<file path="config.mk">
export PLATFORM = sky130hd
export DESIGN_NAME = led_pattern_gen_flat
export DESIGN_NICKNAME = d
export VERILOG_FILES = /design/src/rtl/led_pattern_pkg.sv /design/src/rtl/led_pattern_gen_if.sv /design/src/rtl/led_chan.sv /design/src/rtl/led_pattern_gen.sv /design/src/flat_wrapper.sv
export SDC_FILE = /design/constraint.sdc
export NUM_CORES = 1
export LEC_CHECK = 0
export ABC_AREA = 1
export ABC_CLOCK_PERIOD_IN_PS = 4300
export CAP_MARGIN = 5
export CELL_PAD_IN_SITES_DETAIL_PLACEMENT = 0
export CELL_PAD_IN_SITES_GLOBAL_PLACEMENT = 1
export CORE_UTILIZATION = 50
export DETAILED_ROUTE_END_ITERATION = 8
export PLACE_DENSITY = 0.95
export SLEW_MARGIN = 20
export SYNTH_ARGS = -nofsm -noshare
export SYNTH_HDL_FRONTEND = slang
export SYNTH_SLANG_ARGS = --single-unit
</file>
<file path="constraint.sdc">
create_clock -name clk -period 4.3 [get_ports clk]
set_input_delay 0.43 -clock clk [delete_from_list [all_inputs] [get_ports clk]]
set_output_delay 0.43 -clock clk [all_outputs]
set_load 0.03 [all_outputs]
</file>
<file path="src/rtl/led_pattern_pkg.sv">
// ----------------------------------------------------------------------------
// led_pattern_pkg
// Shared types for the LED pattern generator.
//   led_mode_t         : 2-bit channel mode (off / on / blink / pulse)
//   mode_starts_high() : level a channel's output takes when it is (re)started
// ----------------------------------------------------------------------------
package led_pattern_pkg;

    typedef enum logic [1:0] {
        MODE_OFF   = 2'd0,
        MODE_ON    = 2'd1,
        MODE_BLINK = 2'd2,
        MODE_PULSE = 2'd3
    } led_mode_t;

    // ON and PULSE begin their first interval lit; OFF and BLINK begin dark.
    function automatic logic mode_starts_high(led_mode_t mode);
        return (mode == MODE_ON) || (mode == MODE_PULSE);
    endfunction

endpackage

</file>
<file path="src/rtl/led_pattern_gen_if.sv">
// ----------------------------------------------------------------------------
// led_pattern_gen_if
// Configuration write port of the LED pattern generator (valid/ready).
//   cfg_valid  : write request, held by the master until accepted
//   cfg_ready  : generator can take a write
//   cfg_chan   : target channel index (out-of-range values are dropped)
//   cfg_mode   : new mode for the channel
//   cfg_period : new period P (cycle is P+1 ticks)
// Modports: master drives the request, slave (the generator) drives ready.
// ----------------------------------------------------------------------------
interface led_pattern_gen_if #(
    parameter int unsigned CH_W     = 2,
    parameter int unsigned PERIOD_W = 8
) ();
    import led_pattern_pkg::*;

    logic                cfg_valid;
    logic                cfg_ready;
    logic [CH_W-1:0]     cfg_chan;
    led_mode_t           cfg_mode;
    logic [PERIOD_W-1:0] cfg_period;

    modport master (
        output cfg_valid,
        output cfg_chan,
        output cfg_mode,
        output cfg_period,
        input  cfg_ready
    );

    modport slave (
        input  cfg_valid,
        input  cfg_chan,
        input  cfg_mode,
        input  cfg_period,
        output cfg_ready
    );

endinterface

</file>
<file path="src/rtl/led_chan.sv">
// ----------------------------------------------------------------------------
// led_chan
// One LED channel: mode, period, tick counter and registered output.
// State only moves on a tick; a load on a tick restarts the channel.
// Ports:
//   clk, rst_n   : clock, asynchronous active-low reset
//   tick         : prescaler strobe, advances the channel
//   load         : apply load_mode/load_period at this tick (restart)
//   load_mode    : mode to load
//   load_period  : period P to load
//   out          : LED drive, straight from a flop
// ----------------------------------------------------------------------------
module led_chan
    import led_pattern_pkg::*;
#(
    parameter int unsigned PERIOD_W = 8
) (
    input  logic                clk,
    input  logic                rst_n,
    input  logic                tick,
    input  logic                load,
    input  led_mode_t           load_mode,
    input  logic [PERIOD_W-1:0] load_period,
    output logic                out
);

    led_mode_t           mode_q, mode_d;
    logic [PERIOD_W-1:0] period_q, period_d;
    logic [PERIOD_W-1:0] cnt_q, cnt_d;
    logic                out_q, out_d;
    logic                wrap;

    // Last tick of the current P+1 tick cycle.
    assign wrap = (cnt_q == period_q);

    always_comb begin
        mode_d   = mode_q;
        period_d = period_q;
        cnt_d    = cnt_q;
        out_d    = out_q;
        if (tick) begin
            if (load) begin
                mode_d   = load_mode;
                period_d = load_period;
                cnt_d    = '0;
                out_d    = mode_starts_high(load_mode);
            end else begin
                cnt_d = wrap ? '0 : cnt_q + 1'b1;
                case (mode_q)
                    MODE_OFF:   out_d = 1'b0;
                    MODE_ON:    out_d = 1'b1;
                    MODE_BLINK: out_d = out_q ^ wrap;
                    MODE_PULSE: out_d = wrap;
                    default:    out_d = 1'b0;
                endcase
            end
        end
    end

    always_ff @(posedge clk or negedge rst_n) begin
        if (!rst_n) begin
            mode_q   <= MODE_OFF;
            period_q <= '0;
            cnt_q    <= '0;
            out_q    <= 1'b0;
        end else begin
            mode_q   <= mode_d;
            period_q <= period_d;
            cnt_q    <= cnt_d;
            out_q    <= out_d;
        end
    end

    assign out = out_q;

endmodule

</file>
<file path="src/rtl/led_pattern_gen.sv">
// ----------------------------------------------------------------------------
// led_pattern_gen
// Multi-channel LED pattern generator. A shared prescaler strobes `tick`
// once every DIV clocks; each channel plays off / on / blink / pulse with its
// own period. Writes land in a single pending slot and are applied on the
// first tick after acceptance, so a channel only ever restarts on a tick.
// Ports:
//   clk, rst_n : clock, asynchronous active-low reset
//   cfg        : configuration write port (slave side, valid/ready)
//   tick       : one-clock prescaler strobe
//   out        : LED drives, one per channel, registered
// ----------------------------------------------------------------------------
module led_pattern_gen
    import led_pattern_pkg::*;
#(
    parameter int unsigned CHANNELS = 4,
    parameter int unsigned DIV      = 50_000_000,
    parameter int unsigned PRESC_W  = $clog2(DIV),
    parameter int unsigned PERIOD_W = 8,
    parameter int unsigned CH_W     = (CHANNELS > 1) ? $clog2(CHANNELS) : 1
) (
    input  logic                clk,
    input  logic                rst_n,
    led_pattern_gen_if.slave    cfg,
    output logic                tick,
    output logic [CHANNELS-1:0] out
);

    localparam logic [PRESC_W-1:0] PrescLast = PRESC_W'(DIV - 1);

    // ------------------------------------------------------------------
    // Prescaler
    // ------------------------------------------------------------------
    logic [PRESC_W-1:0] presc_q, presc_d;

    assign tick    = (presc_q == PrescLast);
    assign presc_d = tick ? '0 : presc_q + 1'b1;

    always_ff @(posedge clk or negedge rst_n) begin
        if (!rst_n) begin
            presc_q <= '0;
        end else begin
            presc_q <= presc_d;
        end
    end

    // ------------------------------------------------------------------
    // Pending write slot and handshake
    // ------------------------------------------------------------------
    logic                pend_q, pend_d;
    logic                ready_q, ready_d;
    logic [CH_W-1:0]     chan_q, chan_d;
    led_mode_t           mode_q, mode_d;
    logic [PERIOD_W-1:0] period_q, period_d;
    logic                accept;
    logic                apply;

    // A slot filled on a tick edge is not yet pending at that edge, so it
    // waits for the following tick.
    assign accept = cfg.cfg_valid && ready_q;
    assign apply  = tick && pend_q;

    always_comb begin
        pend_d   = pend_q;
        chan_d   = chan_q;
        mode_d   = mode_q;
        period_d = period_q;
        if (apply) begin
            pend_d = 1'b0;
        end else if (accept) begin
            pend_d   = 1'b1;
            chan_d   = cfg.cfg_chan;
            mode_d   = cfg.cfg_mode;
            period_d = cfg.cfg_period;
        end
        // Ready mirrors the slot state but comes from its own flop.
        ready_d = !pend_d;
    end

    always_ff @(posedge clk or negedge rst_n) begin
        if (!rst_n) begin
            pend_q   <= 1'b0;
            ready_q  <= 1'b1;
            chan_q   <= '0;
            mode_q   <= MODE_OFF;
            period_q <= '0;
        end else begin
            pend_q   <= pend_d;
            ready_q  <= ready_d;
            chan_q   <= chan_d;
            mode_q   <= mode_d;
            period_q <= period_d;
        end
    end

    assign cfg.cfg_ready = ready_q;

    // ------------------------------------------------------------------
    // Channels. A channel index with no matching instance never loads,
    // which is how out-of-range writes get dropped.
    // ------------------------------------------------------------------
    for (genvar i = 0; i < CHANNELS; i++) begin : g_chan
        logic load;

        assign load = apply && (chan_q == CH_W'(i));

        led_chan #(
            .PERIOD_W (PERIOD_W)
        ) u_chan (
            .clk         (clk),
            .rst_n       (rst_n),
            .tick        (tick),
            .load        (load),
            .load_mode   (mode_q),
            .load_period (period_q),
            .out         (out[i])
        );
    end

endmodule

</file>
<file path="src/flat_wrapper.sv">
// flat-port wrapper written by rule: the top's interface ports become plain ports
module led_pattern_gen_flat import led_pattern_pkg::*;
#(
    parameter int unsigned CHANNELS = 4,
    parameter int unsigned DIV      = 50_000_000,
    parameter int unsigned PRESC_W  = $clog2(DIV),
    parameter int unsigned PERIOD_W = 8,
    parameter int unsigned CH_W     = (CHANNELS > 1) ? $clog2(CHANNELS) : 1
)
  (clk, rst_n, tick, out, cfg_cfg_valid, cfg_cfg_chan, cfg_cfg_mode, cfg_cfg_period, cfg_cfg_ready);
  led_pattern_gen_if #(.CH_W(CH_W), .PERIOD_W(PERIOD_W)) cfg_i ();
  input  logic clk;
  input  logic rst_n;
  output logic tick;
  output logic [CHANNELS-1:0] out;
  input wire logic [$bits(cfg_i.cfg_valid)-1:0] cfg_cfg_valid;
  input wire logic [$bits(cfg_i.cfg_chan)-1:0] cfg_cfg_chan;
  input wire logic [$bits(cfg_i.cfg_mode)-1:0] cfg_cfg_mode;
  input wire logic [$bits(cfg_i.cfg_period)-1:0] cfg_cfg_period;
  output wire logic [$bits(cfg_i.cfg_ready)-1:0] cfg_cfg_ready;
  assign cfg_i.cfg_valid = cfg_cfg_valid;
  assign cfg_i.cfg_chan = cfg_cfg_chan;
  assign cfg_i.cfg_mode = cfg_cfg_mode;
  assign cfg_i.cfg_period = cfg_cfg_period;
  assign cfg_cfg_ready = cfg_i.cfg_ready;
  led_pattern_gen #(.CHANNELS(CHANNELS), .DIV(DIV), .PRESC_W(PRESC_W), .PERIOD_W(PERIOD_W), .CH_W(CH_W)) u_core (.clk(clk), .rst_n(rst_n), .cfg(cfg_i), .tick(tick), .out(out));
endmodule
</file>
==> flow_summary.toml, run 1 <==
[critical_path]
required_ns = 3.87
startpoint_type = "flop"
worst-path-stages = 6
crit_chain = "ha_1 > nand3_4 > nor2_4 > nand2_1 > nor2_2 > clkdlybuf4s50_1"
cp-end-kind = "output pin"
cp.arrival_ns = 2.69
worst-r2r-cell-count = 9
slowest_delay_ns = 0.77
critPathSlowestCell = "clkdlybuf4s50_1"
crit_fanout = 10
worstSetupPathType = "reg2out"
critPathTopFamily = "simple AND/OR/NAND/NOR gates"
crit_buf_inv = 1

[clocking]
clkSinkCount = 116
clk_pin_slew_ns = 0.05
cts_tree = "done"
cts_setup_buffers = 0
cts_buffers = 17
clock_path_buffers = 2
cts-hold-fix-buffers = 0
clkLatencyLatePin_ns = 0.42
ctsHtreeMaxLevel = 4
cts-resized-gates = 0
clockRootBuffer = "clkbuf_16"

[layout]
final_util = 0.5840
regArea_um2 = 2904
fill_cells = 1101
finalNonFillerCells = 963
nets = 802
area_growth_pct = 13.35
final_layout_size_suffix_gt1_frac = 0.08176
multi_input_area_um2 = 2729
num_antenna_cells = 0

[pwr]
power_switching_mw = 0.5072
power.density_nw_per_um2 = 370.6
leakagePower_nw = 3.483
p_sw_frac = 0.1935
p_int_mw = 2.114
p_clk_frac = 0.570
vdd_ir_drop_max_mv = 0.2654
combinationalPowerShare = 0.013
seqPwrFrac = 0.417

[routing]
vias = 4942
vias_per_cell = 5.132
drtAntennaViolNets = 0
dr.pass1.iters = 5
wl_per_cell_um = 13.86
routed_wl_um = 13340
drtIter0Drc = 453
drc = 0

[timing]
worst_pin_slew_ns = 0.7852
max_slew_margin = 0.4765
finalSetupTns_ns = 0
finalWorstSetupSlack_ns = 1.177
holdWs_ns = 0.07950
drv_slew = 0
fin_crit_sh = 0.7264
finClkSkew_ns = 0.008058
rsz0062_at_grt = "no"
min_period_ns = 3.123
fmax_ghz = 0.3202
setup_viol_count_final = 0
hold_viol_final = 0

[global_routing]
track_usage = 0.2319
globalRouteOverflowTotal = 0
grt_pass1_wl_um = 23150
grt_antenna_before_repair = 0
grt_pass1_vias = 4877
grt_max_degree = 88

[die]
core_um2 = 12110
die_y_um = 113.7
io_pins = 21
start_util = 0.5152
dieArea_um2 = 12930
dieWidth_um = 113.7
rows = 40

[yosys]
yosys-top-cells-area = "dfrtp_1 46%, nand2_1 11%, inv_1 6.0%"
synth_edf_count = 0
syn-cell-area_um2 = 6240
synth_cells = 767
synth.net_count = 787
synthFlopType = "dfrtp_1"
synth_area_leader_cell = "dfrtp_1"
netlist_top_cells_count = "179 x nand2_1, 115 x dfrtp_1, 100 x inv_1, 81 x nor2_1, 50 x o21ai_1"
seq_area_frac_synth = 0.4654
synth-seq-cells = 116
ys_warn_count = 0
post-synth-top-count-cell = "nand2_1"
async_reset_ff_frac = 1.000
synth.avg_cell_area_um2 = 8.135
synth_cell_types = 36
synth.top_cell.area_share = 0.4612

[placement]
place_inst = 931
hpwl_um = 9082
place_ws_ns = 1.616
globalplace.congestion = 0.9223
port_buffers = 20

[min_path]
hp-class = "in2async"

[run_status]
status = "completed"

[run]
maxCapViolations = 0
sequential cells by signal, summed over array words and instances, names as in the netlist:
register	flops
u_core.period_q	8
u_core.g_chan.u_chan.mode_q	8
u_core.mode_q	2
u_core.cfg.cfg_ready	1
u_core.presc_q	26
u_core.g_chan.u_chan.period_q	32
u_core.chan_q	2
u_core.pend_q	1
u_core.g_chan.u_chan.out	4
u_core.g_chan.u_chan.cnt_q	32
metrics by stage:
step                      total power, mW  instance area (um^2)
after floorplan                     1.112                  6240
after global placement              1.147                  6442
after detailed placement            1.148                  6442
after CTS                           2.645                  7069
after global routing                2.692                  7073
final                               2.621                  7073
cells in the final DEF, fill, tap and decap left out, drive strengths merged:
cell type	count
nand4	25
nor4	1
o21ai	70
xor2	34
a21oi	21
nor2	87
nand3	54
o31ai	4
clkdlybuf4s50	19
bufinv	4
nor3	14
clkbuf	22
o21bai	1
xnor2	22
ha	5
dfstp	1
a31oi	1
or2	1
nand2	182
dfrtp	115
clkinvlp	1
clkinv	6
buf	3
inv	102
per-layer routing:
metal / vias up / global-route usage / routed length (um)
met4: 0 / 0.1026 / 272
met3: 31 / 0.05101 / 667
met5: - / 0 / 0
met2: 131 / 0.3630 / 6185
li1: 2469 / - / -
met1: 2311 / 0.3105 / 6218
worst register-to-register path, cell delays in order (launching register included):
cell and delay (ns):
dfrtp_1 0.40, ha_1 0.26, nand3_4 0.15, nor2_4 0.14
nand2_2 0.10, nor2_8 0.40, buf_4 0.48, nand2_2 0.13
nand3_4 0.28, o21ai_0 0.20
area by class of cell:
class,instances,share of cell area
clock buffers,22,0.06704
clock inverters,10,0.02158
inverters,103,0.05466
multi-input cells,522,0.3858
flip-flops and latches,116,0.4106
well taps,168,0.02972
repair buffers,22,0.03060
power groups by stage:
stage	clock [mW]	sequential, mW	combinational [mW]
after floorplan	0	1.11	0.0000616
after global placement	0	1.11	0.0358
after detailed placement	0	1.11	0.0362
after CTS	1.52	1.09	0.0364
after global routing	1.56	1.09	0.0397
final	1.49	1.09	0.0346
path summary, 6_finish.rpt:
kind / from / to / slack, ns
setup / recovery: u_core.presc_q[0] / tick / 1.18
hold / removal: rst_n / u_core.g_chan[3].u_chan.cnt_q[4] / 0.08
setup reg to reg: u_core.presc_q[0] / u_core.pend_q / 1.62
hold reg to reg: u_core.g_chan[1].u_chan.mode_q[0] / u_core.g_chan[1].u_chan.mode_q[0] / 0.49
max in group asynchronous: rst_n / u_core.g_chan[0].u_chan.cnt_q[5] / 3.30
min in group clk: u_core.g_chan[1].u_chan.mode_q[0] / u_core.g_chan[1].u_chan.mode_q[0] / 0.49
logic make-up after synthesis:
| group | Yosys count | synth area share |
|---|---|---|
| and+or+nand+nor | 364 | 0.2621 |
| adders and majority gates | 5 | 0.01003 |
| AOI/OAI and AO/OA | 97 | 0.08663 |
| DFF | 116 | 0.4654 |
| xor gates and xnor gates | 56 | 0.07860 |
| buffers and inverters | 129 | 0.09725 |
No activity file was read; power rests on OpenSTA's default activity.
==> run 2, diff against run 1 <==
--- a/config.mk
+++ b/config.mk
@@ -6,13 +6,13 @@
 export NUM_CORES = 1
 export LEC_CHECK = 0
 export ABC_AREA = 1
-export ABC_CLOCK_PERIOD_IN_PS = 4300
+export ABC_CLOCK_PERIOD_IN_PS = 3300
 export CAP_MARGIN = 5
 export CELL_PAD_IN_SITES_DETAIL_PLACEMENT = 0
 export CELL_PAD_IN_SITES_GLOBAL_PLACEMENT = 1
-export CORE_UTILIZATION = 50
+export CORE_UTILIZATION = 47
 export DETAILED_ROUTE_END_ITERATION = 8
-export PLACE_DENSITY = 0.95
+export PLACE_DENSITY = 0.9
 export SLEW_MARGIN = 20
 export SYNTH_ARGS = -nofsm -noshare
 export SYNTH_HDL_FRONTEND = slang
==> constraint.sdc (replaced) <==
create_clock -name clk -period 3.3 [get_ports clk]
set_input_delay 0.33 -clock clk [delete_from_list [all_inputs] [get_ports clk]]
set_output_delay 0.33 -clock clk [all_outputs]
set_load 0.03 [all_outputs]
==> run 2 against run 1 <==
The flow now finishes with violations (hold timing). Worst setup slack got worse by 0.68 ns. First-iteration DRC count is 3.3% higher. Final cell count increased by 0.62%.
==> flow_summary.toml, run 2 (synthesis gave the netlist of run 1 again) <==
[clocking]
cts-resized-gates = 0
clkLatencyLatePin_ns = 0.42
ctsHtreeMaxLevel = 4
cts-hold-fix-buffers = 0
clkSinkCount = 116
cts_tree = "done"
clockRootBuffer = "clkbuf_16"
clk_pin_slew_ns = 0.05
cts_setup_buffers = 0
clock_path_buffers = 2
cts_buffers = 17

[timing]
fmax_ghz = 0.3565
min_period_ns = 2.805
finalWorstSetupSlack_ns = 0.4951
setup_viol_count_final = 0
drv_slew = 0
holdWs_ns = -0.01917
finalSetupTns_ns = 0
fin_crit_sh = 0.8500
rsz0062_at_grt = "no"
finClkSkew_ns = 0.007705
max_slew_margin = 0.4807
hold_viol_final = 9
worst_pin_slew_ns = 0.7789

[pwr]
totalPowerFinal_mw = 3.361
power.density_nw_per_um2 = 474.3
leakagePower_nw = 3.493
vdd_ir_drop_max_mv = 0.4129

[die]
dieArea_um2 = 13740
start_util = 0.4885
die_y_um = 117.2
dieWidth_um = 117.2
rows = 41
io_pins = 21
core_um2 = 12770

[layout]
final_cell_mix = "179 x nand2_1, 115 x dfrtp_1, 100 x inv_1, 81 x nor2_1, 50 x o21ai_1"
nets = 804
area_growth_pct = 13.58
finalNonFillerCells = 969
num_antenna_cells = 0
fill_cells = 1166
layout_commonest_cell = "nand2_1"
top_regs = "u_core.g_chan.u_chan.cnt_q (32), u_core.g_chan.u_chan.period_q (32), u_core.presc_q (26)"
fin_area_um2 = 7087
final_layout_size_suffix_gt1_frac = 0.08532

[routing]
drc = 0
wl_per_cell_um = 14.37
dr.pass1.iters = 5
vias_per_cell = 5.155
drtIter0Drc = 468
drtAntennaViolNets = 0
routed_wl_um = 13920
vias = 4995

[placement]
hpwl_um = 9370
place_inst = 937
place_ws_ns = 0.8863
placed_cell_area_um2 = 6475
globalplace.congestion = 0.8970
port_buffers = 20

[critical_path]
worstSetupPathType = "reg2out"
cp-end-kind = "output pin"
crit_fanout = 10
required_ns = 2.97
startpoint_type = "flop"
cp.arrival_ns = 2.47

[global_routing]
grt_pass1_wl_um = 23360
grt_max_degree = 58
track_usage = 0.2268
globalRouteOverflowTotal = 0
grt_pass1_vias = 4855
grt_antenna_before_repair = 0

[run_status]
status = "finished with violations"
violations = "hold timing"

[run]
maxCapViolations = 0

[min_path]
hp-class = "in2async"
## run 2: cell types whose count changed in the layout (fill, tap and decap cells not counted), sizes merged
cell,delta
clkinv,+1
bufinv,-1
buf,+2
## run 2: worst paths after layout
path                       slack [ns]  depth (start not counted)                             endpoint         startpoint
setup reg to reg                 0.91                          9     u_core.g_chan[0].u_chan.cnt_q[2]  u_core.presc_q[1]
min in group clk                 0.49                          1                    u_core.presc_q[0]  u_core.presc_q[0]
max in group asynchronous        2.52                          2  u_core.g_chan[0].u_chan.period_q[0]              rst_n
setup / recovery                 0.50                          7                                 tick  u_core.presc_q[1]
hold reg to reg                  0.49                          1                    u_core.presc_q[0]  u_core.presc_q[0]
hold / removal                  -0.02                          1  u_core.g_chan[3].u_chan.period_q[7]              rst_n
## run 2: report_power, final
part | switching [mW] | total (mW) | internal [mW] | leakage (nW)
clock | 0.630 | 1.89 | 1.26 | 0.305
sequential | 0 | 1.42 | 1.42 | 1.54
combinational | 0.0321 | 0.0495 | 0.0174 | 1.65
## run 2: layout make-up
cell class / count / area [um^2] / area share
well taps: 172 / 215.2 / 0.03037
multi-input cells: 522 / 2729 / 0.3851
flip-flops and latches: 116 / 2904 / 0.4098
clock inverters: 10 / 127.6 / 0.01801
repair buffers: 24 / 240.2 / 0.03390
clock buffers: 22 / 484.2 / 0.06833
inverters: 103 / 386.6 / 0.05456
## run 2: metrics by stage
stage / util / hold slack (ns)
final: 0.5548 / -0.01917
after global routing: 0.5548 / 0.05503
after CTS: 0.5548 / 0.02550
after detailed placement: 0.5069 / 0.4587
after global placement: 0.5069 / 0.4598
after floorplan: - / 0.03441
## run 2: metal layers
layer | track usage | share of wire | vias to the layer above
met5 | 0 | 0 | -
met3 | 0.05355 | 0.039 | 32
met4 | 0.08692 | 0.024 | 0
li1 | - | - | 2477
met1 | 0.3023 | 0.47 | 2382
met2 | 0.3588 | 0.46 | 104
## run 2: critical path, stage by stage, from the launching register on
cell	delay, ns
dfrtp_1	0.38
ha_1	0.25
nand3_4	0.15
nor2_4	0.15
nand2_1	0.13
nor2_2	0.13
buf_4	0.19
clkdlybuf4s50_1	0.69
==> run 3, diff against run 2 <==
--- a/config.mk
+++ b/config.mk
@@ -6,7 +6,7 @@
 export NUM_CORES = 1
 export LEC_CHECK = 0
 export ABC_AREA = 1
-export ABC_CLOCK_PERIOD_IN_PS = 3300
+export ABC_CLOCK_PERIOD_IN_PS = 2750
 export CAP_MARGIN = 5
 export CELL_PAD_IN_SITES_DETAIL_PLACEMENT = 0
 export CELL_PAD_IN_SITES_GLOBAL_PLACEMENT = 1
==> constraint.sdc (replaced) <==
create_clock -name clk -period 2.75 [get_ports clk]
set_input_delay 0.275 -clock clk [delete_from_list [all_inputs] [get_ports clk]]
set_output_delay 0.275 -clock clk [all_outputs]
set_load 0.03 [all_outputs]
==> run 3 against run 2 <==
The run now ends clean. Design area up 0.56%. Worst hold slack better by 0.43 ns. First-iteration DRC count down 38%. Combinational power up 18%. Sequential cell count unchanged. Critical path type unchanged. Largest power group unchanged.
==> flow_summary.toml, run 3 (synthesis gave the netlist of run 1 again) <==
[critical_path]
critPathSlowestCell = "clkdlybuf4s50_1"
crit_chain = "ha_1 > nand3_4 > nor2_4 > nand2_1 > nor2_2 > clkdlybuf4s50_1"
cp.arrival_ns = 2.32
required_ns = 2.48
worstSetupPathType = "reg2out"
r2r_slack_ns = 0.51
crit_buf_inv = 1
critPathTopFamily = "buffers and inverters"
startpoint_type = "flop"
crit_fanout = 5
cp-end-kind = "output pin"
slowest_delay_ns = 0.67

[layout]
finalNonFillerCells = 970
fill_cells = 1140
nets = 805
area_growth_pct = 14.22
num_antenna_cells = 0
final_cell_mix = "179 x nand2_1, 115 x dfrtp_1, 100 x inv_1, 81 x nor2_1, 50 x o21ai_1"
fin_area_um2 = 7127
final_layout_size_suffix_gt1_frac = 0.08271
top_regs = "u_core.g_chan.u_chan.cnt_q (32), u_core.g_chan.u_chan.period_q (32), u_core.presc_q (26)"
layout_commonest_cell = "nand2_1"
final_util = 0.5579

[clocking]
cts_tree = "done"
clockRootBuffer = "clkbuf_16"
clkSinkCount = 116
clock_path_buffers = 2
cts_setup_buffers = 0
clkLatencyLatePin_ns = 0.42
ctsHtreeMaxLevel = 4
clk_pin_slew_ns = 0.05
cts_buffers = 17
cts-resized-gates = 0

[die]
dieArea_um2 = 13740
start_util = 0.4885
rows = 41
core_um2 = 12770
die_y_um = 117.2
dieWidth_um = 117.2
io_pins = 21

[global_routing]
grt_antenna_before_repair = 0
track_usage = 0.2227
grt_max_degree = 74
grt_pass1_vias = 4849
grt_pass1_wl_um = 23130
globalRouteOverflowTotal = 0

[pwr]
vdd_ir_drop_max_mv = 0.4207
totalPowerFinal_mw = 4.174
leakagePower_nw = 3.506
power.density_nw_per_um2 = 585.6

[run]
maxCapViolations = 0

[timing]
worst_pin_slew_ns = 0.5808
holdWs_ns = 0.4119
finalSetupTns_ns = 0
max_slew_margin = 0.6128
fmax_ghz = 0.3860
min_period_ns = 2.591
setup_viol_count_final = 0
hold_viol_final = 0
rsz0062_at_grt = "no"
fin_crit_sh = 0.9420
finalWorstSetupSlack_ns = 0.1594
finClkSkew_ns = 0.01625
drv_slew = 0

[routing]
dr_wl_met2_um = 6445
drtIter0Drc = 290
routed_wl_um = 13490
met3_wirelength_um = 467
vias_per_cell = 5.099
m1WireLength_um = 6318
dr.pass1.iters = 5
routed.top_layer = "met4"
drtAntennaViolNets = 0
wl_per_cell_um = 13.91
vias = 4946
drc = 0

[placement]
globalplace.congestion = 0.8685
placed_cell_area_um2 = 6475
place_ws_ns = 0.5202
port_buffers = 20
place_inst = 937
hpwl_um = 9373

[min_path]
hp-class = "in2async"

[run_status]
status = "completed"
[run 3: worst register-to-register path, stage by stage, from the launching register on]
cell     delay (ns)
dfrtp_1        0.39
ha_1           0.25
nand3_4        0.14
nor2_4         0.13
nand2_2        0.09
nor2_8         0.25
nand3_2        0.50
nand4_1        0.24
o21ai_0        0.11
[run 3: per-layer routing]
metal | up-vias | global-route usage
met2 | 101 | 0.3569
met3 | 20 | 0.04377
li1 | 2472 | -
met4 | 0 | 0.08945
met5 | - | 0
met1 | 2353 | 0.2973
[run 3: timing repair]
action	in CTS	in global routing
setup endpoints to repair	0	0
hold buffers	1	0
hold endpoints to repair	43	0
[run 3: power by group]
group          internal (mW)  switching (mW)  total [mW]  leakage, nW
registers               1.71               0        1.71         1.54
logic                 0.0209          0.0376      0.0586         1.66
clock network           1.65           0.758        2.41        0.314
total                   3.38           0.796        4.17         3.51
[run 3: final timing paths]
check,end,depth (start not counted),from
worst max-delay path,tick,6,u_core.presc_q[0]
worst min-delay path,u_core.g_chan[3].u_chan.cnt_q[5],2,rst_n
worst max register to register,u_core.g_chan[0].u_chan.cnt_q[6],8,u_core.presc_q[0]
worst min register to register,u_core.g_chan[0].u_chan.mode_q[0],2,u_core.g_chan[0].u_chan.mode_q[0]
max in group asynchronous,u_core.cfg.cfg_ready,3,rst_n
min in group clk,u_core.period_q[0],3,cfg_cfg_period[0]
[run 3: final cells by class]
class / count / area [um^2] / share of cell area
clock inverter: 10 / 177.7 / 0.02493
tap: 172 / 215.2 / 0.03020
clock buffer: 22 / 464.2 / 0.06513
inverter: 103 / 386.6 / 0.05425
sequential: 116 / 2904 / 0.4075
multi-input combinational: 522 / 2729 / 0.3829
timing repair buffer: 25 / 250.2 / 0.03511
==> RTL edit 1 (flow settings as in run 1) <==
`CHANNELS` is set to 4 in 2 places; all go to 16.
--- a/src/rtl/led_pattern_gen.sv
+++ b/src/rtl/led_pattern_gen.sv
@@ -13,7 +13,7 @@
 module led_pattern_gen
     import led_pattern_pkg::*;
 #(
-    parameter int unsigned CHANNELS = 4,
+    parameter int unsigned CHANNELS = 16,
     parameter int unsigned DIV      = 50_000_000,
     parameter int unsigned PRESC_W  = $clog2(DIV),
     parameter int unsigned PERIOD_W = 8,
--- a/src/flat_wrapper.sv
+++ b/src/flat_wrapper.sv
@@ -1,7 +1,7 @@
 // flat-port wrapper written by rule: the top's interface ports become plain ports
 module led_pattern_gen_flat import led_pattern_pkg::*;
 #(
-    parameter int unsigned CHANNELS = 4,
+    parameter int unsigned CHANNELS = 16,
     parameter int unsigned DIV      = 50_000_000,
     parameter int unsigned PRESC_W  = $clog2(DIV),
     parameter int unsigned PERIOD_W = 8,
Interface: changed (resized cfg_cfg_chan and out); port bits go from 21 to 35. The function was not compared with the original's and may differ.
==> RTL edit 1 against run 1 <==
  * Clock skew grew 12 ps
  * Sequential cell count rose by 230
  * Area after synthesis grew to 3.0 times the old value
  * Cell area rose to 2.9 times the old value
  * Register-to-register slack got worse by 750 ps
  * Setup slack got worse by 310 ps
  * Routed wire length rose to 3.3 times the old value
  * Power rose to 2.7 times the old value
  * Critical path type is now reg2reg
  * Largest power group unchanged
==> RTL edit 1: results (changes against run 1) <==
stage,metric,value,unit,change
run_status,status,completed,,
synth,Commonest cells post-synth,"nand2_1, dfrtp_1, inv_1, nor2_1, o21ai_1",,
synth,Avg Inst Size Synth,7.731,sq um,-5.0%
grt,All-Layer GR Usage,23.69,%,+0.50 points
finish,largest registers,"u_core.g_chan.u_chan.cnt_q: 128 flops, u_core.g_chan.u_chan.period_q: 128 flops, u_core.g_chan.u_chan.mode_q: 32 flops",,
finish,Fillers,3406,,+210%
synth,Syn. warnings,0,,unchanged
clock_tree,post-CTS setup buffers,0,,unchanged
finish,share of cells above drive strength 1,4.469,%,-3.7 points
setup_path,slowest cell delay on critical path,840,ps,+70 ps
synth,largest cells by area after synthesis,"dfrtp_1, nand2_1, inv_1",,
finish,nets,2442,,+200%
clock_tree,CTS Buffer Depth,3,,+1
setup_path,crit path max fanout,75,,+65
clock_tree,Clock transition at path regs,60,ps,
timing,Rel. slew slack,22.56,%,-25 points
placed_design,PortBufs,34,,+70%
synth,ys async rst share,100.0,%,unchanged
route,DR iter-0 viols,903,,+99%
grt,first-pass GRT wire length,73220,um,+220%
placed_design,gpl congestion,0.8818,,-4.4%
timing,setup_tns,0,ps,unchanged
grt,initial antenna violation count,0,,unchanged
power,leakage,10.11,nW,+190%
route,Vias/cell,5.265,,+2.6%
grt,largest net degree at the start of global routing,113,,+28%
clock_tree,H-tree depth,2,,-2
clock_tree,root buffer cell,clkbuf_16,,
setup_path,Crit path max-delay family,buffers and inverters,,
synth,prevailing post-synth register cell,dfrtp_1,,
worst_hold_path,HP Class,in2reg,,
route,first-pass iteration count of the detailed router,8,,+3
power,worst vdd ir,0.2443,mV,-8.0%
timing,Clock Skews,19.67,ps,+11.61 ps
clock_tree,CTS buffer count,41,,+24
clock_tree,Clock Latency Late Sink,550,ps,+130 ps
power,Sw Share,20.71,%,+1.4 points
placed_design,Placed Cells,2832,,+200%
synth,register area share after synthesis,46.31,%,-0.23 points
setup_path,Worst path slowest cell,clkinv_2,,
placed_design,hpwl dp,27440,um,+200%
synth,Synth cell types,34,,-5.6%
finish,ANT cells,0,,unchanged
synth,post-synth net total,2453,,+210%
route,Vias,15310,,+210%
route,DR WL/cell,15.13,um,+9.2%
setup_path,CP arrival,3870,ps,+1180 ps
placed_design,dpl ws,1274,ps,-342.4 ps
## RTL edit 1: final timing paths
check                                              startpoint  depth (start not counted)  slack (ps)                             endpoint
max in group asynchronous                               rst_n                          3        2730  u_core.g_chan[6].u_chan.period_q[2]
min in group asynchronous                               rst_n                          2         490   u_core.g_chan[15].u_chan.mode_q[1]
hold reg to reg            u_core.g_chan[12].u_chan.mode_q[0]                          2         490   u_core.g_chan[12].u_chan.mode_q[0]
hold / removal                              cfg_cfg_period[4]                          3         450                   u_core.period_q[4]
setup / recovery                            u_core.presc_q[0]                          8         870     u_core.g_chan[3].u_chan.cnt_q[2]
setup reg to reg                            u_core.presc_q[0]                          8         870     u_core.g_chan[3].u_chan.cnt_q[2]
## RTL edit 1: power groups by stage
stage | registers (mW) | clock network [mW] | logic (mW)
finish | 3.26 | 3.73 | 0.0845
global route | 3.25 | 3.92 | 0.0994
CTS | 3.26 | 3.80 | 0.0906
detailed placement | 3.32 | 0 | 0.0897
global placement | 3.32 | 0 | 0.0888
floorplan | 3.32 | 0 | 0.0000740
## RTL edit 1: metrics by stage
step           instance area, sq um  util (%)
5_1_grt                       20610     56.17
3_3_place_gp                  19140     52.17
6_report                      20610     56.17
3_5_place_dp                  19140     52.17
4_1_cts                       20610     56.17
2_1_floorplan                 18700         -
## RTL edit 1: kinds of logic (layout without fill, tap and decap cells)
family,after synthesis,in the layout,synth area share (%)
adder cells (fa/ha/maj),17,17,1.137
XOR/XNOR,156,156,7.306
flip-flops,346,346,46.31
buffers and inverters,412,432,9.615
AO/OA/AOI/OAI,336,336,9.206
AND/OR/NAND/NOR,1152,1152,26.43
## RTL edit 1: routing by layer
| layer | vias up | track usage, % | wire length, um |
|---|---|---|---|
| li1 | 7632 | - | - |
| met1 | 7300 | 32.19 | 20400 |
| met2 | 296 | 39.66 | 20660 |
| met3 | 77 | 2.936 | 1873 |
| met4 | 0 | 7.174 | 1060 |
| met5 | - | 0 | 0 |
## RTL edit 1: what timing repair did
item	4_1_cts	5_1_grt
gates resized for setup	0	0
hold buffers	1	0
endpoints found under the setup margin	0	0
hold endpoints to repair	83	0
## RTL edit 1: worst min-delay path, cell delays in order
cell	delay (ps)
clkdlybuf4s50_1	390
nor2_1	100
a21oi_1	40
## RTL edit 1: layout make-up
type / count / share of cell area (%)
timing repair buffer: 50 / 2.452
clock buffer: 59 / 5.936
sequential: 346 / 42.01
multi-input combinational: 1661 / 40.01
inverter: 308 / 5.614
clock inverter: 15 / 1.141
tap: 468 / 2.840
==> RTL edit 2 (config.mk and constraints of run 1) <==
Without the edit above. The 4 values of `led_mode_t` get a Gray code encoding in 2 bits.
--- a/src/rtl/led_pattern_pkg.sv
+++ b/src/rtl/led_pattern_pkg.sv
@@ -7,10 +7,10 @@
 package led_pattern_pkg;
 
     typedef enum logic [1:0] {
-        MODE_OFF   = 2'd0,
-        MODE_ON    = 2'd1,
-        MODE_BLINK = 2'd2,
-        MODE_PULSE = 2'd3
+        MODE_OFF   = 2'b00,
+        MODE_ON    = 2'b01,
+        MODE_BLINK = 2'b11,
+        MODE_PULSE = 2'b10
     } led_mode_t;
 
     // ON and PULSE begin their first interval lit; OFF and BLINK begin dark.
Behaviour: same outputs for any inputs over 10 cycles, from zero or initial values and one cycle with rst_n low; not proved beyond that.
==> RTL edit 2 against run 1 <==
  * Hold slack got worse by 41 ps
  * Die area increased by 0.92%
  * Power decreased by 2.9%
  * Sequential cell count unchanged
  * Cell area increased by 1.7%
  * Routed wire length increased by 9.7%
  * First-iteration DRC count decreased by 43%
  * Critical path type unchanged
  * Area after synthesis increased by 0.94%
  * Setup slack improved by 30 ps
  * Synthesized cell count increased by 7.4%
==> RTL edit 2: results (changes against run 1) <==
stage,metric,value,unit,change
synth,ys async rst share,100.0,%,unchanged
grt,initial antenna violation count,0,,unchanged
route,DR WL/cell,14.31,um,+3.3%
setup_path,crit path max fanout,17,,+7
route,first-pass iteration count of the detailed router,4,,-1
synth,largest cells by area after synthesis,"dfrtp_1, nand2_1, inv_1",,
synth,Synth cell types,31,,-14%
route,DR iter-0 viols,258,,-43%
clock_tree,CTS buffer count,17,,unchanged
clock_tree,Clock Latency Late Sink,430,ps,
grt,vias in the first global route,5188,,+6.4%
power,leakage,3.470,nW,-0.38%
synth,register area share after synthesis,46.11,%,-0.43 points
run_status,status,completed,,
timing,Worst-Margin Slew,823.0,ps,+37.81 ps
synth,Commonest cells post-synth,"nand2_1, dfrtp_1, inv_1, nor2_1, nand3_1",,
clock_tree,CTS Buffer Depth,2,,unchanged
placed_design,dpl ws,1669,ps,+52.63 ps
finish,share of cells above drive strength 1,7.018,%,-1.2 points
worst_hold_path,HP Class,in2async,,
finish,largest registers,"u_core.g_chan.u_chan.cnt_q: 32 flops, u_core.g_chan.u_chan.period_q: 32 flops, u_core.presc_q: 26 flops",,
timing,Clock Skews,14.94,ps,+6.881 ps
grt,first-pass GRT wire length,25030,um,+8.1%
placed_design,hpwl dp,10020,um,+10%
setup_path,Worst R2R Path Depth,8,,-1
timing,final max-slew violation count,0,,unchanged
synth,mux contribution to synthesized area,0,%,unchanged
grt,All-Layer GR Usage,25.20,%,+2.0 points
synth,post-synth net total,844,,+7.2%
synth,area fraction in compound gates after synthesis,5.066,%,-3.6 points
route,WL final,14640,um,+9.7%
synth,Post-Synth Adder-Cell Area,0.9932,%,-0.0094 points
route,Detail Route Antenna Nets,0,,unchanged
finish,Area Growth Syn to Fin,14.24,%,
grt,remaining global-route overflow,0,,unchanged
grt,largest net degree at the start of global routing,54,,-39%
finish,nets,862,,+7.5%
finish,ANT cells,0,,unchanged
synth,Post-Synthesis Cells,824,,+7.4%
setup_path,Worst path slowest cell,clkdlybuf4s50_1,,
clock_tree,root buffer cell,clkbuf_16,,
placed_design,PortBufs,20,,unchanged
finish,Fillers,1087,,-1.3%
synth,Post-Synth XOR/XNOR Area,7.648,%,-0.21 points
setup_path,CP arrival,2660,ps,-30 ps
placed_design,Placed Cells,991,,+6.4%
placed_design,gpl congestion,0.8544,,-7.4%
clock_tree,H-tree depth,4,,unchanged
setup_path,Crit path max-delay family,buffers and inverters,,
synth,prevailing post-synth register cell,dfrtp_1,,
route,Vias/cell,5.130,,about the same
clock_tree,post_cts resized,0,,unchanged
setup_path,slowest cell delay on critical path,700,ps,-70 ps
synth,Syn. warnings,0,,unchanged
clock_tree,Clock transition at path regs,50,ps,about the same
placed_design,DP Area,6598,sq um,+2.4%
power,worst vdd ir,0.2657,mV,about the same
[RTL edit 2: kinds of logic after synthesis]
logic type,Yosys count
DFF,116
and+or+nand+nor,460
xor gates and xnor gates,55
AOI/OAI and AO/OA,61
buffers and inverters,127
adders and majority gates,5
[RTL edit 2: final timing paths]
check / from / end / slack [ps]
max: u_core.presc_q[18] / tick / 1210
min: rst_n / u_core.presc_q[11] / 40
max reg2reg: u_core.presc_q[0] / u_core.g_chan[1].u_chan.cnt_q[3] / 1660
min reg2reg: u_core.period_q[4] / u_core.period_q[4] / 470
max in group asynchronous: rst_n / u_core.cfg.cfg_ready / 3300
min in group clk: u_core.period_q[4] / u_core.period_q[4] / 470
[RTL edit 2: cell type report]
type                       count  area share [%]
clock inverter                 9           1.391
clock buffer                  23           6.921
multi-input combinational    581           39.91
tap                          168           2.921
sequential                   116           40.36
timing repair buffer          23           3.060
inverter                     103           5.443
[RTL edit 2: power by group]
group | internal [mW] | switching, mW
combinational | 0.0120 | 0.0226
sequential | 1.09 | 0
clock | 0.922 | 0.495
total | 2.03 | 0.518
[RTL edit 2: worst register-to-register path: stages (launching register included)]
cell and delay (ps):
dfrtp_1 390, ha_1 310, nand2_1 90, nor2_1 250
nand4_1 190, nor2_4 680, inv_2 380, nand2_1 170
nand2_1 60
[RTL edit 2: routing by layer]
layer / vias up / global-route usage (%) / share of wire [%]
li1: 2620 / - / -
met1: 2500 / 32.66 / 46
met2: 104 / 40.65 / 47
met3: 24 / 6.035 / 4.6
met4: 0 / 10.39 / 2.0
met5: - / 0 / 0
